[config.mk]
export PLATFORM = sky130hd
export DESIGN_NAME = data_pipe_reg
export DESIGN_NICKNAME = d
export VERILOG_FILES = /design/src/rtl/data_pipe_reg.sv
export SDC_FILE = /design/constraint.sdc
export NUM_CORES = 1
export LEC_CHECK = 0
export BUFFER_PORTS_ARGS = -buffer_cell sky130_fd_sc_hd__clkbuf_2
export CAP_MARGIN = 20
export CORE_AREA = 2 2 39 41
export DETAILED_ROUTE_END_ITERATION = 16
export DIE_AREA = 0 0 41 43
export PLACE_DENSITY = 0.7
export SKIP_LAST_GASP = 1
export SYNTH_ARGS = -nofsm -noshare
export SYNTH_HDL_FRONTEND = slang
export SYNTH_SLANG_ARGS = --single-unit
[constraint.sdc]
create_clock -name i_clk -period 1.7 [get_ports i_clk]
set_input_delay 0.085 -clock i_clk [delete_from_list [all_inputs] [get_ports i_clk]]
set_output_delay 0.085 -clock i_clk [all_outputs]
set_load 0.1 [all_outputs]
[src/rtl/data_pipe_reg.sv]
// data_pipe_reg: cascaded valid/ready skid-buffer register slice.
// Each of the DEPTH stages holds up to two beats (main + skid), so the pipe
// stores up to 2*DEPTH beats. Beats move at one per clock, and every ready is
// taken straight from a flop.
// Optional feature: define DATA_PIPE_OCC_EN to add the o_occupancy port and
// its beat counter.
module data_pipe_reg #(
  parameter int unsigned DATA_WIDTH = 1,
  parameter int unsigned DEPTH      = 2
) (
  input  logic                  i_clk,
  input  logic                  i_rst,
  input  logic [DATA_WIDTH-1:0] i_data,
  input  logic                  i_data_valid,
  output logic                  o_data_ready,
  output logic [DATA_WIDTH-1:0] o_data,
  output logic                  o_data_valid,
  input  logic                  i_data_ready
`ifdef DATA_PIPE_OCC_EN
  ,
  output logic [$clog2(2*DEPTH+1)-1:0] o_occupancy
`endif
);

  // Bit 0 = main valid, bit 1 = skid valid; skid is never valid without main.
  typedef enum logic [1:0] {
    S_EMPTY = 2'b00,
    S_ONE   = 2'b01,
    S_TWO   = 2'b11
  } stage_state_t;

  stage_state_t          state_q [DEPTH];
  stage_state_t          state_d [DEPTH];
  logic [DATA_WIDTH-1:0] main_q  [DEPTH];
  logic [DATA_WIDTH-1:0] main_d  [DEPTH];
  logic [DATA_WIDTH-1:0] skid_q  [DEPTH];
  logic [DATA_WIDTH-1:0] skid_d  [DEPTH];
  logic [DATA_WIDTH-1:0] in_data [DEPTH];

  logic [DEPTH-1:0] main_valid;
  logic [DEPTH-1:0] skid_valid;
  logic [DEPTH-1:0] in_valid;
  logic [DEPTH-1:0] out_ready;

  // Decode per-stage occupancy flags from the registered state.
  always_comb begin
    main_valid = '0;
    skid_valid = '0;
    for (int unsigned k = 0; k < DEPTH; k++) begin
      main_valid[k] = (state_q[k] != S_EMPTY);
      skid_valid[k] = (state_q[k] == S_TWO);
    end
  end

  // Chain the stages: stage k's output handshake is stage k+1's input handshake.
  always_comb begin
    in_valid  = '0;
    out_ready = '0;
    for (int unsigned k = 0; k < DEPTH; k++) begin
      in_data[k] = '0;
    end
    in_valid[0] = i_data_valid;
    in_data[0]  = i_data;
    for (int unsigned k = 1; k < DEPTH; k++) begin
      in_valid[k] = main_valid[k-1];
      in_data[k]  = main_q[k-1];
    end
    for (int unsigned k = 0; k + 1 < DEPTH; k++) begin
      out_ready[k] = ~skid_valid[k+1];
    end
    out_ready[DEPTH-1] = i_data_ready;
  end

  // Per-stage next state and data; a register loads only on its own accept.
  always_comb begin
    for (int unsigned k = 0; k < DEPTH; k++) begin
      state_d[k] = state_q[k];
      main_d[k]  = main_q[k];
      skid_d[k]  = skid_q[k];
      case (state_q[k])
        S_EMPTY: begin
          if (in_valid[k]) begin
            main_d[k]  = in_data[k];
            state_d[k] = S_ONE;
          end
        end
        S_ONE: begin
          if (in_valid[k] && out_ready[k]) begin
            main_d[k] = in_data[k];
          end else if (in_valid[k]) begin
            skid_d[k]  = in_data[k];
            state_d[k] = S_TWO;
          end else if (out_ready[k]) begin
            state_d[k] = S_EMPTY;
          end
        end
        S_TWO: begin
          // Input is not ready here, so only the drain case moves anything.
          if (out_ready[k]) begin
            main_d[k]  = skid_q[k];
            state_d[k] = S_ONE;
          end
        end
        default: state_d[k] = S_EMPTY;
      endcase
    end
  end

  // Stage registers with synchronous reset of flags and payload.
  always_ff @(posedge i_clk) begin
    if (i_rst) begin
      for (int unsigned k = 0; k < DEPTH; k++) begin
        state_q[k] <= S_EMPTY;
        main_q[k]  <= '0;
        skid_q[k]  <= '0;
      end
    end else begin
      for (int unsigned k = 0; k < DEPTH; k++) begin
        state_q[k] <= state_d[k];
        main_q[k]  <= main_d[k];
        skid_q[k]  <= skid_d[k];
      end
    end
  end

  assign o_data       = main_q[DEPTH-1];
  assign o_data_valid = main_valid[DEPTH-1];
  assign o_data_ready = ~skid_valid[0];

`ifdef DATA_PIPE_OCC_EN
  localparam int unsigned OCC_W = $clog2(2*DEPTH+1);

  logic             up_xfer;
  logic             dn_xfer;
  logic [OCC_W-1:0] occ_q;

  // Handshakes at the pipe boundary drive the beat counter.
  always_comb begin
    up_xfer = i_data_valid & o_data_ready;
    dn_xfer = o_data_valid & i_data_ready;
  end

  // Beat counter: +1 on entry, -1 on exit, unchanged when both or neither.
  always_ff @(posedge i_clk) begin
    if (i_rst) begin
      occ_q <= '0;
    end else begin
      case ({up_xfer, dn_xfer})
        2'b10:   occ_q <= occ_q + OCC_W'(1);
        2'b01:   occ_q <= occ_q - OCC_W'(1);
        default: occ_q <= occ_q;
      endcase
    end
  end

  assign o_occupancy = occ_q;
`endif

endmodule

Word-level counts from Yosys, hierarchy flattened
Memory sizes are Yosys's and may differ from the RTL's.
Index checks and enable logic that the tools add are counted.
- flip-flop bits (word level): 0
- memory bits (writable): 8
- input port bits: 5
- output and inout port bits: 3
- logic and storage cells: 56
- memories: 3
- equal/unequal tests: 4
- multiplexer cells: 35
- bitwise operators: 8
- reduce and logical (&&, ||, !) cells: 6
- memories (name ; depth ; width ; read ports ; clocked after memory_dff ; wr ports ; line ; source):
    state_q ; 2 ; 2 ; 2 ; 0 ; 2 ; 32 ; stage_state_t state_q [DEPTH];
    main_q ; 2 ; 1 ; 2 ; 0 ; 2 ; 34 ; logic [DATA_WIDTH-1:0] main_q [DEPTH];
    skid_q ; 2 ; 1 ; 2 ; 0 ; 2 ; 36 ; logic [DATA_WIDTH-1:0] skid_q [DEPTH];
- operators with widths (cell ; count):
    2-to-1 mux 2 bit ; 12
    2-to-1 mux 1 bit ; 19
    one-hot mux 2 bit (3 select lines) ; 2
    bitwise OR 1 bit ; 6
    one-hot mux 1 bit (3 select lines) ; 2
    equality test 2 x 1 -> 1 bit (second input constant) ; 2
    equality test 2 bit (second input constant) ; 2
    zero test 2 bit ; 2
    nonzero test 2 bit ; 2
    logical AND 1 bit ; 2
    inverter 1 bit ; 2

Depth between registers and ports, before layout
- depth after elaboration: 6
- mapped depth: 6

Least setup slack after synthesis
No wires, ideal clock.
- path kind: reg2reg
- start point: mem state_q[0][0] (netlist bit)
- end point: mem state_q[0][3] (netlist bit)
- arrival: 1.705 ns
- data required time: 1.630 ns
- path slack: -0.075 ns
- cell stages (with the launch flop): 7
- buffers on the path: 0
- cell sequence: dfxtp_1 -> inv_1 -> ha_1 -> and2_1 -> or2_1 -> or4_1 -> a21oi_1
- RTL lines (what ; line):
    start: declaration ; 32

==> results.json <==
{
  "worstMarginPinSlew_ns": 0.539,
  "syn_area_per_cell_sq_um": 8.63,
  "drive_gt1_share_pct": 40.2,
  "setup-violations-final": 0,
  "core_area_sq_mm": 0.00138,
  "cts_hold_buf": 0,
  "path_cells": "inv_4 -> ha_1 -> nor2b_1 -> o21a_1 -> or4_4 -> a21oi_2",
  "status": "complete, no violations",
  "cts_tree": "yes",
  "grt_pass1_vias": 482,
  "pwr-share-seq_pct": 23.1,
  "synth-seq-area-share_pct": 26.5,
  "layout_common_cells": "ha_1, buf_4, nor2_1, clkbuf_2",
  "leakage_nw": 0.347,
  "cts_buffers": 3,
  "pin_count": 8,
  "path_buf_inv": 1,
  "vias": 533,
  "via_per_inst": 5.17,
  "post-cts-setup-buffers": 0,
  "cp-end-kind": "flop",
  "post-route-drc-count": 0,
  "ys_warn_count": 0,
  "min_path_type": "in -> reg",
  "die_h_um": 43,
  "layout_min_cycle_time_ns": 1.63,
  "antenna_found_initial": 0,
  "path_class": "reg -> reg",
  "max_slew_margin_pct": 64.2,
  "dp_cells": 100,
  "clock_tree.root_cell": "clkbuf_4",
  "track_usage_pct": 16.8,
  "power_frac_clock_pct": 12.3,
  "p_sw_share_pct": 46.9,
  "port_buffers": 7,
  "path_clk_slew_ns": 0.05,
  "h-tree-depth": 1,
  "nets": 106,
  "syn_nets": 87,
  "ant_nets": 0,
  "diodes": 0,
  "maxCapViolations": 0,
  "post_drt_wl_per_cell_um": 12.2,
  "grt_max_degree": 10,
  "ir_drop_mv": 1.03,
  "required_ns": 1.89,
  "power_frac_comb_pct": 64.6,
  "fmax_mhz": 615,
  "cts_buffer_depth": 2,
  "finalCritPeriodShare_pct": 95.7,
  "routed_wl_um": 1260,
  "drtPass1Iterations": 4,
  "syn2layout_area_growth_pct": 30.2,
  "crit_arrival_ns": 1.81,
  "ys_ff_latch": 8,
  "layout.area.seq_sq_um": 165,
  "finalHoldViolCount": 0,
  "cellPowerDensity_mw_per_mm2": 1460,
  "setup-tns-final_ns": 0,
  "dp_hpwl_um": 914,
  "row_count": 14,
  "critPathMaxStageDelay_ns": 0.49,
  "worstSetupStartpointType": "flop",
  "fin_cells": 103,
  "dieArea_sq_mm": 0.00176,
  "drt_iter0_markers": 6,
  "critPathMaxFanout": 3,
  "finClkSkew_ns": 0.00655,
  "cts_sinks": 8,
  "synthCells": 70,
  "multi_input_area_sq_um": 453,
  "p_switching_uw": 540,
  "grt_pass1_wl_um": 2040,
  "report.final.slew_viol_count": 0,
  "intPower_uw": 611,
  "die_w_um": 41,
  "clock_latency_ns": 0.25,
  "crit_family": "simple AND/OR/NAND/NOR gates",
  "netlist_area_sq_um": 604,
  "num-fill-cells": 122,
  "initial_utilization_pct": 43.7,
  "synth.distinct_cells": 25,
  "overflow": 0,
  "critPathSlowestCell": "or4_4",
  "gp_congestion": 0.812
}
==> worst register-to-register path, cell delays in order (launching register included) <==
cell	delay (ns)
dfxtp_2	0.34
inv_4	0.05
ha_1	0.20
nor2b_1	0.14
o21a_1	0.20
or4_4	0.49
a21oi_2	0.14
==> metrics by stage <==
step                instance area [sq um]  power (mW)  util, %  hold slack (ns)  worst slack [ns]
floorplan                             609       0.725        -            0.229            0.0202
global placement                      723       0.915     52.3            0.337            0.0190
detailed placement                    723       0.923     52.3            0.348           -0.0445
CTS                                   758        1.08     54.8           0.0821           0.00104
global route                          787        1.24     56.9           0.0992           -0.0850
finish                                787        1.15     56.9           0.0834            0.0729
==> synth_stat cells <==
master / number / area [sq um]
dfxtp_1: 8 / 160
ha_1: 12 / 150
nand2_1: 3 / 11.3
a2111oi_0: 1 / 8.76
nor3b_1: 1 / 7.51
a211o_1: 1 / 8.76
o21a_1: 1 / 7.51
or4_1: 1 / 7.51
o221ai_1: 1 / 8.76
and2_1: 1 / 6.26
buf_1: 1 / 3.75
nor2b_1: 3 / 18.8
o21ai_0: 4 / 20.0
nand2b_1: 2 / 12.5
or2_1: 1 / 6.26
o41ai_1: 1 / 8.76
mux2_2: 1 / 11.3
o211ai_1: 1 / 7.51
nor2_1: 6 / 22.5
nand3_1: 2 / 10.0
mux2i_1: 4 / 40.0
nand3b_1: 1 / 7.51
inv_1: 7 / 26.3
a211oi_1: 1 / 7.51
a21oi_1: 5 / 25.0
==> logic make-up after synthesis <==
group           after synthesis  synth area share [%]
compound gates               16                  17.0
flops                         8                  26.5
buf+inv                       8                  4.97
fa+ha+maj                    12                  24.8
simple gates                 21                  18.2
mux                           5                  8.49
==> final cells by class <==
cell class                 instances  area share [%]
multi-input combinational         54            57.6
sequential                         8            21.0
timing repair buffer              15            12.4
inverter                           7            3.66
clock buffer                       3            2.86
tap                               16            2.54
==> metal layers <==
layer | vias to the layer above | track usage [%] | share of wire (%)
met1 | 240 | 25.7 | 46
met2 | 12 | 21.9 | 49
li1 | 279 | - | -
met3 | 2 | 3.14 | 3.4
met5 | - | 0 | 0
met4 | 0 | 8.00 | 1.4
==> flip-flops by register name, indices dropped and copies added (netlist names) <==
register and cells:
main_q 2, skid_q 2, state_q 4
==> power by group through the flow <==
stage	Clock (mW)	Combinational, mW	Sequential, mW
after floorplan	0	0.372	0.353
after global placement	0	0.658	0.257
after detailed placement	0	0.663	0.260
after CTS	0.149	0.675	0.261
after global routing	0.158	0.808	0.272
final	0.141	0.744	0.265
==> final timing paths <==
kind            startpoint             to  slack, ns  cells past startpoint
max          state_q[0][0]  state_q[0][3]       0.07                      6
min                 i_data   skid_q[0][0]       0.08                      3
max reg2reg  state_q[0][0]  state_q[0][3]       0.07                      6
min reg2reg   skid_q[0][0]   skid_q[0][0]       0.49                      2
==> what timing repair did <==
item                                   4_1_cts  5_1_grt
resized for setup                            5       11
pin swaps                                    1        2
endpoints found under the hold margin        0        0
setup endpoints to repair                    1        2
(Power assumes the default switching activity.)
